<file path="config.mk">
export PLATFORM = sky130hd
export DESIGN_NAME = exec_sequencer_flat
export DESIGN_NICKNAME = d
export VERILOG_FILES = /design/src/rtl/exec_pkg.sv /design/src/rtl/exec_sequencer_if.sv /design/src/rtl/exec_regfile.sv /design/src/rtl/exec_sequencer.sv /design/src/flat_wrapper.sv
export SDC_FILE = /design/constraint.sdc
export NUM_CORES = 1
export LEC_CHECK = 0
export ABC_AREA = 1
export CORE_MARGIN = 1.5
export CORE_UTILIZATION = 55
export CTS_CLUSTER_DIAMETER = 40
export DETAILED_ROUTE_END_ITERATION = 8
export PLACE_DENSITY_LB_ADDON = 0.2
export SYNTH_ARGS = -nofsm -noshare
export SYNTH_HDL_FRONTEND = slang
export SYNTH_SLANG_ARGS = --single-unit
</file>
<file path="constraint.sdc">
create_clock -name clk -period 2.3 [get_ports clk]
set_input_delay 0.46 -clock clk [delete_from_list [all_inputs] [get_ports clk]]
set_output_delay 0.46 -clock clk [all_outputs]
set_load 0.03 [all_outputs]
</file>
<file path="src/rtl/exec_pkg.sv">
// Shared types and field positions for the exec_sequencer execute stage.
// Pulled in with import exec_pkg::*; holds the FSM state type and the instruction decoder.
package exec_pkg;

    typedef enum logic [2:0] {
        S_IDLE,
        S_LOAD_A,
        S_LOAD_B,
        S_EXEC,
        S_WB,
        S_WB_IMM,
        S_FIN
    } state_t;

    // Decoded instruction class; K_ILL covers every undecodable pattern.
    typedef enum logic [2:0] {
        K_ILL,
        K_MOVI,
        K_MOVR,
        K_ADD,
        K_CMP,
        K_AND,
        K_MVN
    } kind_t;

    localparam logic [2:0] OPC_MOV = 3'b110;
    localparam logic [2:0] OPC_ALU = 3'b101;

    localparam logic [1:0] OP_MOVI = 2'b10;
    localparam logic [1:0] OP_MOVR = 2'b00;
    localparam logic [1:0] OP_ADD  = 2'b00;
    localparam logic [1:0] OP_CMP  = 2'b01;
    localparam logic [1:0] OP_AND  = 2'b10;
    localparam logic [1:0] OP_MVN  = 2'b11;

    localparam logic [1:0] SH_NONE = 2'b00;
    localparam logic [1:0] SH_LSL  = 2'b01;
    localparam logic [1:0] SH_LSR  = 2'b10;
    localparam logic [1:0] SH_ASR  = 2'b11;

    localparam int OPC_HI = 15;
    localparam int OPC_LO = 13;
    localparam int OP_HI  = 12;
    localparam int OP_LO  = 11;
    localparam int RN_HI  = 10;
    localparam int RN_LO  = 8;
    localparam int RD_HI  = 7;
    localparam int RD_LO  = 5;
    localparam int SH_HI  = 4;
    localparam int SH_LO  = 3;
    localparam int RM_HI  = 2;
    localparam int RM_LO  = 0;
    localparam int IMM_HI = 7;
    localparam int IMM_LO = 0;

    function automatic kind_t decode(input logic [15:0] ins);
        logic [2:0] opc;
        logic [1:0] op;
        kind_t      k;
        opc = ins[OPC_HI:OPC_LO];
        op  = ins[OP_HI:OP_LO];
        k   = K_ILL;
        if (opc == OPC_MOV) begin
            if (op == OP_MOVI)      k = K_MOVI;
            else if (op == OP_MOVR) k = K_MOVR;
        end else if (opc == OPC_ALU) begin
            case (op)
                OP_ADD:  k = K_ADD;
                OP_CMP:  k = K_CMP;
                OP_AND:  k = K_AND;
                default: k = K_MVN;
            endcase
        end
        return k;
    endfunction

endpackage

</file>
<file path="src/rtl/exec_sequencer_if.sv">
// Instruction handshake and ALU drive/return bundle for exec_sequencer.
// slave is the sequencer side; master is the upstream issuer plus the ALU.
interface exec_sequencer_if;

    logic        in_valid;
    logic        in_ready;
    logic [15:0] instr;
    logic [15:0] alu_ain;
    logic [15:0] alu_bin;
    logic [1:0]  alu_op;
    logic [15:0] alu_out;
    logic [2:0]  alu_status;

    modport master (
        output in_valid, instr, alu_out, alu_status,
        input  in_ready, alu_ain, alu_bin, alu_op
    );

    modport slave (
        input  in_valid, instr, alu_out, alu_status,
        output in_ready, alu_ain, alu_bin, alu_op
    );

endinterface

</file>
<file path="src/rtl/exec_regfile.sv">
// General register file for exec_sequencer: one synchronous write port,
// combinational operand and debug read ports, cleared by the asynchronous reset.
module exec_regfile #(
    parameter int NREG = 8
) (
    input  logic                     clk,
    input  logic                     reset_n,
    input  logic                     we,
    input  logic [$clog2(NREG)-1:0]  waddr,
    input  logic [15:0]              wdata,
    input  logic [$clog2(NREG)-1:0]  raddr,
    output logic [15:0]              rdata,
    input  logic [$clog2(NREG)-1:0]  dbg_addr,
    output logic [15:0]              dbg_data
);

    logic [15:0] regs [NREG];

    always_ff @(posedge clk or negedge reset_n) begin
        if (!reset_n) begin
            for (int unsigned i = 0; i < NREG; i++) begin
                regs[i] <= '0;
            end
        end else if (we) begin
            regs[waddr] <= wdata;
        end
    end

    assign rdata    = regs[raddr];
    assign dbg_data = regs[dbg_addr];

endmodule

</file>
<file path="src/rtl/exec_sequencer.sv">
// Multi-cycle execute stage in front of an external ALU: decode, operand load, execute, write back.
// Build option: define STATUS_ALL_EN to load status_q on every ALU-class instruction, not just CMP.
module exec_sequencer
    import exec_pkg::*;
#(
    parameter int NREG = 8
) (
    input  logic              clk,
    input  logic              reset_n,
    exec_sequencer_if.slave   bus,
    output logic [2:0]        status_q,
    output logic [15:0]       c_q,
    output logic              done,
    output logic              illegal,
    input  logic [2:0]        dbg_addr,
    output logic [15:0]       dbg_data
);

    // Register fields are 3 bits wide, so the file must hold exactly eight entries.
    if (NREG != 8) begin : g_nreg_check
        $error("exec_sequencer: NREG must be 8");
    end

    state_t      state, state_nx;
    logic [15:0] ir;
    logic [15:0] a_q, b_q;
    kind_t       kind, kind_in;

    logic [2:0]  rn, rd, rm;
    logic [1:0]  sh, op;
    logic [7:0]  imm8;

    logic        rf_we;
    logic [2:0]  rf_waddr, rf_raddr;
    logic [15:0] rf_wdata, rf_rdata;
    logic        status_ld;

    function automatic logic [15:0] shift1(input logic [15:0] v, input logic [1:0] code);
        case (code)
            SH_LSL:  return {v[14:0], 1'b0};
            SH_LSR:  return {1'b0, v[15:1]};
            SH_ASR:  return {v[15], v[15:1]};
            default: return v;
        endcase
    endfunction

    assign rn   = ir[RN_HI:RN_LO];
    assign rd   = ir[RD_HI:RD_LO];
    assign rm   = ir[RM_HI:RM_LO];
    assign sh   = ir[SH_HI:SH_LO];
    assign op   = ir[OP_HI:OP_LO];
    assign imm8 = ir[IMM_HI:IMM_LO];

    assign kind    = decode(ir);
    assign kind_in = decode(bus.instr);

`ifdef STATUS_ALL_EN
    assign status_ld = (kind inside {K_MOVR, K_ADD, K_CMP, K_AND, K_MVN});
`else
    assign status_ld = (kind == K_CMP);
`endif

    always_ff @(posedge clk or negedge reset_n) begin
        if (!reset_n) state <= S_IDLE;
        else          state <= state_nx;
    end

    always_comb begin
        state_nx = state;
        unique case (state)
            S_IDLE: begin
                if (bus.in_valid) begin
                    case (kind_in)
                        K_MOVI:                state_nx = S_WB_IMM;
                        K_MOVR, K_MVN:         state_nx = S_LOAD_B;
                        K_ADD, K_CMP, K_AND:   state_nx = S_LOAD_A;
                        default:               state_nx = S_FIN;
                    endcase
                end
            end
            S_LOAD_A: state_nx = S_LOAD_B;
            S_LOAD_B: state_nx = S_EXEC;
            S_EXEC:   state_nx = (kind == K_CMP) ? S_FIN : S_WB;
            S_WB:     state_nx = S_FIN;
            S_WB_IMM: state_nx = S_FIN;
            S_FIN:    state_nx = S_IDLE;
            default:  state_nx = S_IDLE;
        endcase
    end

    // done/illegal are registered off the next state so they are high exactly while in FIN;
    // the only path into FIN straight from IDLE is an undecodable instruction.
    always_ff @(posedge clk or negedge reset_n) begin
        if (!reset_n) begin
            ir       <= '0;
            a_q      <= '0;
            b_q      <= '0;
            c_q      <= '0;
            status_q <= '0;
            done     <= 1'b0;
            illegal  <= 1'b0;
        end else begin
            done    <= (state_nx == S_FIN);
            illegal <= (state == S_IDLE) && (state_nx == S_FIN);
            if (state == S_IDLE && bus.in_valid) ir <= bus.instr;
            if (state == S_LOAD_A) a_q <= rf_rdata;
            if (state == S_LOAD_B) b_q <= rf_rdata;
            if (state == S_EXEC) begin
                c_q <= bus.alu_out;
                if (status_ld) status_q <= bus.alu_status;
            end
        end
    end

    assign rf_raddr = (state == S_LOAD_A) ? rn : rm;
    assign rf_we    = (state == S_WB) || (state == S_WB_IMM);
    assign rf_waddr = (state == S_WB) ? rd : rn;
    assign rf_wdata = (state == S_WB) ? c_q : {{8{imm8[7]}}, imm8};

    exec_regfile #(.NREG(NREG)) u_regfile (
        .clk      (clk),
        .reset_n  (reset_n),
        .we       (rf_we),
        .waddr    (rf_waddr),
        .wdata    (rf_wdata),
        .raddr    (rf_raddr),
        .rdata    (rf_rdata),
        .dbg_addr (dbg_addr),
        .dbg_data (dbg_data)
    );

    assign bus.in_ready = (state == S_IDLE);
    assign bus.alu_bin  = shift1(b_q, sh);
    assign bus.alu_ain  = (kind == K_MOVR) ? 16'h0000 : a_q;
    assign bus.alu_op   = (kind == K_MOVR) ? 2'b00 : op;

endmodule

</file>
<file path="src/flat_wrapper.sv">
// flat-port wrapper written by rule: the top's interface ports become plain ports
module exec_sequencer_flat import exec_pkg::*;
#(
    parameter int NREG = 8
)
  (clk, reset_n, status_q, c_q, done, illegal, dbg_addr, dbg_data, bus_in_valid, bus_instr, bus_alu_out, bus_alu_status, bus_in_ready, bus_alu_ain, bus_alu_bin, bus_alu_op);
  exec_sequencer_if bus_i ();
  input  logic clk;
  input  logic reset_n;
  output logic [2:0] status_q;
  output logic [15:0] c_q;
  output logic done;
  output logic illegal;
  input  logic [2:0] dbg_addr;
  output logic [15:0] dbg_data;
  input wire logic [$bits(bus_i.in_valid)-1:0] bus_in_valid;
  input wire logic [$bits(bus_i.instr)-1:0] bus_instr;
  input wire logic [$bits(bus_i.alu_out)-1:0] bus_alu_out;
  input wire logic [$bits(bus_i.alu_status)-1:0] bus_alu_status;
  output wire logic [$bits(bus_i.in_ready)-1:0] bus_in_ready;
  output wire logic [$bits(bus_i.alu_ain)-1:0] bus_alu_ain;
  output wire logic [$bits(bus_i.alu_bin)-1:0] bus_alu_bin;
  output wire logic [$bits(bus_i.alu_op)-1:0] bus_alu_op;
  assign bus_i.in_valid = bus_in_valid;
  assign bus_i.instr = bus_instr;
  assign bus_i.alu_out = bus_alu_out;
  assign bus_i.alu_status = bus_alu_status;
  assign bus_in_ready = bus_i.in_ready;
  assign bus_alu_ain = bus_i.alu_ain;
  assign bus_alu_bin = bus_i.alu_bin;
  assign bus_alu_op = bus_i.alu_op;
  exec_sequencer #(.NREG(NREG)) u_core (.clk(clk), .reset_n(reset_n), .bus(bus_i), .status_q(status_q), .c_q(c_q), .done(done), .illegal(illegal), .dbg_addr(dbg_addr), .dbg_data(dbg_data));
endmodule
</file>
==> impl_metrics.json <==
{
  "seqPwrFrac": 0.293,
  "worstHoldPathType": "reg -> reg",
  "netlist_area_um2": 10900,
  "startpoint_type": "flip-flop",
  "tightest_slew_ns": 0.853,
  "routedWlPerCell_um": 17.5,
  "first_pass_iters": 6,
  "holdPathStages": 2,
  "regArea_um2": 5010,
  "met2_length_mm": 15.2,
  "drv_cap": 0,
  "synth_seq_area_share": 0.458,
  "cts_made_buffers": 17,
  "post-route-period-util": 1.13,
  "startpoint": "u_core.ir[12]",
  "min_from": "u_core.a_q[12]",
  "status": "complete, but fails checks",
  "root_buffer": "clkbuf_16",
  "netlist_instances": 1502,
  "cts_tree": "built",
  "htree_levels": 4,
  "core_um2": 19500,
  "synth_cell_types": 33,
  "r2r_end": "u_core.b_q[13]",
  "layout.nets": 1653,
  "antenna_left": 0,
  "synth_top_cell_by_area": "dfrtp_1",
  "worst_hold_slack_ns": 0.482,
  "dieArea_um2": 20700,
  "grt_max_degree": 61,
  "path_clk_slew_ns": 0.07,
  "remaining_drc_errors": 0,
  "async_flop_share": 1.00,
  "setup_viol": 18,
  "p_sw_w": 0.0101,
  "placed_cells": 1844,
  "cp-end-kind": "output port",
  "dpl.hpwl_mm": 21.5,
  "n_antenna_cell": 0,
  "grt_pass1_vias": 9871,
  "swShare": 0.490,
  "drive_above_1_share": 0.134,
  "rr_startpoint": "u_core.state[1]",
  "period_minus_slack_ns": 2.59,
  "grt_overflow": 0,
  "vias": 10700,
  "cts.sink_count": 200,
  "clk_latency_ns": 0.44,
  "die_h_um": 144,
  "drv_slew": 0,
  "powerDensity_nw_per_um2": 1550,
  "highest_layer": "met4",
  "drt-met1-wl_mm": 13.2,
  "multiInputGateArea_um2": 4910,
  "ff2ff_path_depth": 8,
  "synth.ff_latch_count": 200,
  "place_congestion": 0.909,
  "violations": "setup timing",
  "fin_ws_ns": -0.290,
  "p_int_w": 0.0105,
  "skew_ns": 0.00546,
  "worstPathMaxFanout": 4,
  "die_w_um": 144,
  "timing.fmax_mhz": 386,
  "fin_cells": 1886,
  "synth.most_common_cell": "nand2_1",
  "syn2layout_area_growth_pct": 21.6,
  "start_util": 0.561,
  "finalHoldViolCount": 0,
  "yosysWarnings": 0,
  "clkPwrFrac": 0.136,
  "grtUsageTotal": 0.320,
  "grt_pass1_wl_mm": 50.9,
  "synth_nets": 1547,
  "relSlewSlack": 0.431,
  "synth-edff-count": 0,
  "r2r_slack_ns": 0.22,
  "dr.first_iter.drc_count": 1362,
  "fillCellCount": 1646,
  "synth_top_area_share": 0.458,
  "min_to": "u_core.a_q[12]",
  "synth.area.top_cells": "dfrtp_1, nand2_1, nand3_1",
  "wirelength_mm": 33.1,
  "num_io_pins": 113,
  "portBuffers": 112,
  "rsz0062_at_grt": "true",
  "worstPathArrival_ns": 2.13,
  "worstPathCellList": "inv_2 > ha_4 > inv_2 > nand2_2 > o21ai_2 > nand2_2 > a21oi_4 > buf_12 > buf_8 > buf_12 > nor2_2 > buf_6",
  "total_power_w": 0.0206,
  "fin_tns_setup_ns": -3.76,
  "antenna_found_initial": 0,
  "synth_ff_type": "dfrtp_1",
  "p_leak_nw": 6.48,
  "worst_path_max_delay_cell": "dfrtp_1",
  "avgSynthCellArea_um2": 7.28,
  "synth.cells.most_frequent": "nand2_1, dfrtp_1, nand3_1, inv_1, o21ai_0",
  "peakVddDrop_uv": 814,
  "criticalPathCategory": "reg -> out",
  "placementRows": 51,
  "pwr-share-comb": 0.571,
  "viasPerCell": 5.69,
  "worstPathRequired_ns": 1.84,
  "max_stage_delay_ns": 0.39,
  "dr_wl_met3_mm": 3.82,
  "cts_buffer_depth": 2
}
-- cells by family (layout without fill, tap and decap cells) --
group / Yosys count / after routing / synth area share
AOI/OAI and AO/OA: 311 / 311 / 0.151
DFF: 200 / 200 / 0.458
buffers and inverters: 278 / 396 / 0.104
adders and majority gates: 4 / 4 / 0.00458
and+or+nand+nor: 706 / 707 / 0.279
muxes: 3 / 3 / 0.00309
-- worst max-delay path, delay by kind of cell (launching register included) --
kind            cells  cell delay (ns)
compound gates      2             0.26
fa+ha+maj           1             0.20
buf+inv             6             0.63
flops               1             0.39
simple gates        3             0.19
-- placed cells by master, fill, tap and decap left out, drive strengths merged, types with 3 or more instances in the layout --
cell / count
a21oi: 80
a31oi: 16
buf: 111
clkbuf: 24
clkdlybuf4s50: 58
clkinv: 9
dfrtp: 200
ha: 4
inv: 190
mux2: 3
nand2: 432
nand3: 181
nand3b: 18
nand4: 3
nor2: 72
o211ai: 3
o21ai: 208
-- through the flow --
step | area [um^2] | utilization | setup slack (ns)
finish | 13300 | 0.683 | -0.290
global route | 13300 | 0.683 | -0.373
CTS | 13100 | 0.671 | -0.327
detailed placement | 12500 | 0.641 | -0.254
global placement | 12500 | 0.641 | -0.273
floorplan | 10900 | - | 0.0336
-- timing repair --
action                                  4_1_cts  5_1_grt
endpoints found under the setup margin       35       51
pin swaps                                     0        3
gates cloned                                  0        4
buffers inserted                              0        5
hold endpoints to repair                     40        0
gates resized for setup                      61      127
hold buffers                                  1        0
-- per-layer routing --
metal,up-vias,track usage
met1,4968,0.435
li1,5038,-
met3,71,0.0693
met5,-,0
met2,660,0.505
met4,0,0.116
-- cell type report --
cell class / count / area share
Multi-Input combinational cell: 1025 / 0.370
Tap cell: 265 / 0.0250
Timing Repair Buffer: 174 / 0.134
Sequential cell: 200 / 0.377
Inverter: 190 / 0.0539
Clock inverter: 11 / 0.00546
Clock buffer: 21 / 0.0354
-- power by group through the flow --
stage / Sequential (W) / Clock [W] / Combinational [W]
after detailed placement: 0.00604 / 0 / 0.0109
after global routing: 0.00620 / 0.00298 / 0.0128
after global placement: 0.00600 / 0 / 0.0107
after floorplan: 0.00609 / 0 / 0.00702
final: 0.00604 / 0.00281 / 0.0118
after CTS: 0.00600 / 0.00283 / 0.0110
-- registers in the layout, indices dropped and copies added, names as in the netlist, 3 cells and up --
name / count
u_core.state: 3
u_core.b_q: 16
u_core.u_regfile.regs: 128
u_core.ir: 16
u_core.c_q: 16
u_core.status_q: 3
u_core.a_q: 16
-- worst max path at each step --
stage                      endpoint  slack [ns]  cells after the start
floorplan           bus_alu_ain[10]        0.03                      9
global placement       dbg_data[12]       -0.27                     10
detailed placement     dbg_data[12]       -0.25                     10
CTS                 bus_alu_ain[13]       -0.33                     10
global route         bus_alu_ain[4]       -0.37                     12
finish               bus_alu_ain[4]       -0.29                     12
Note: power is estimated with default switching activity, not from simulation.
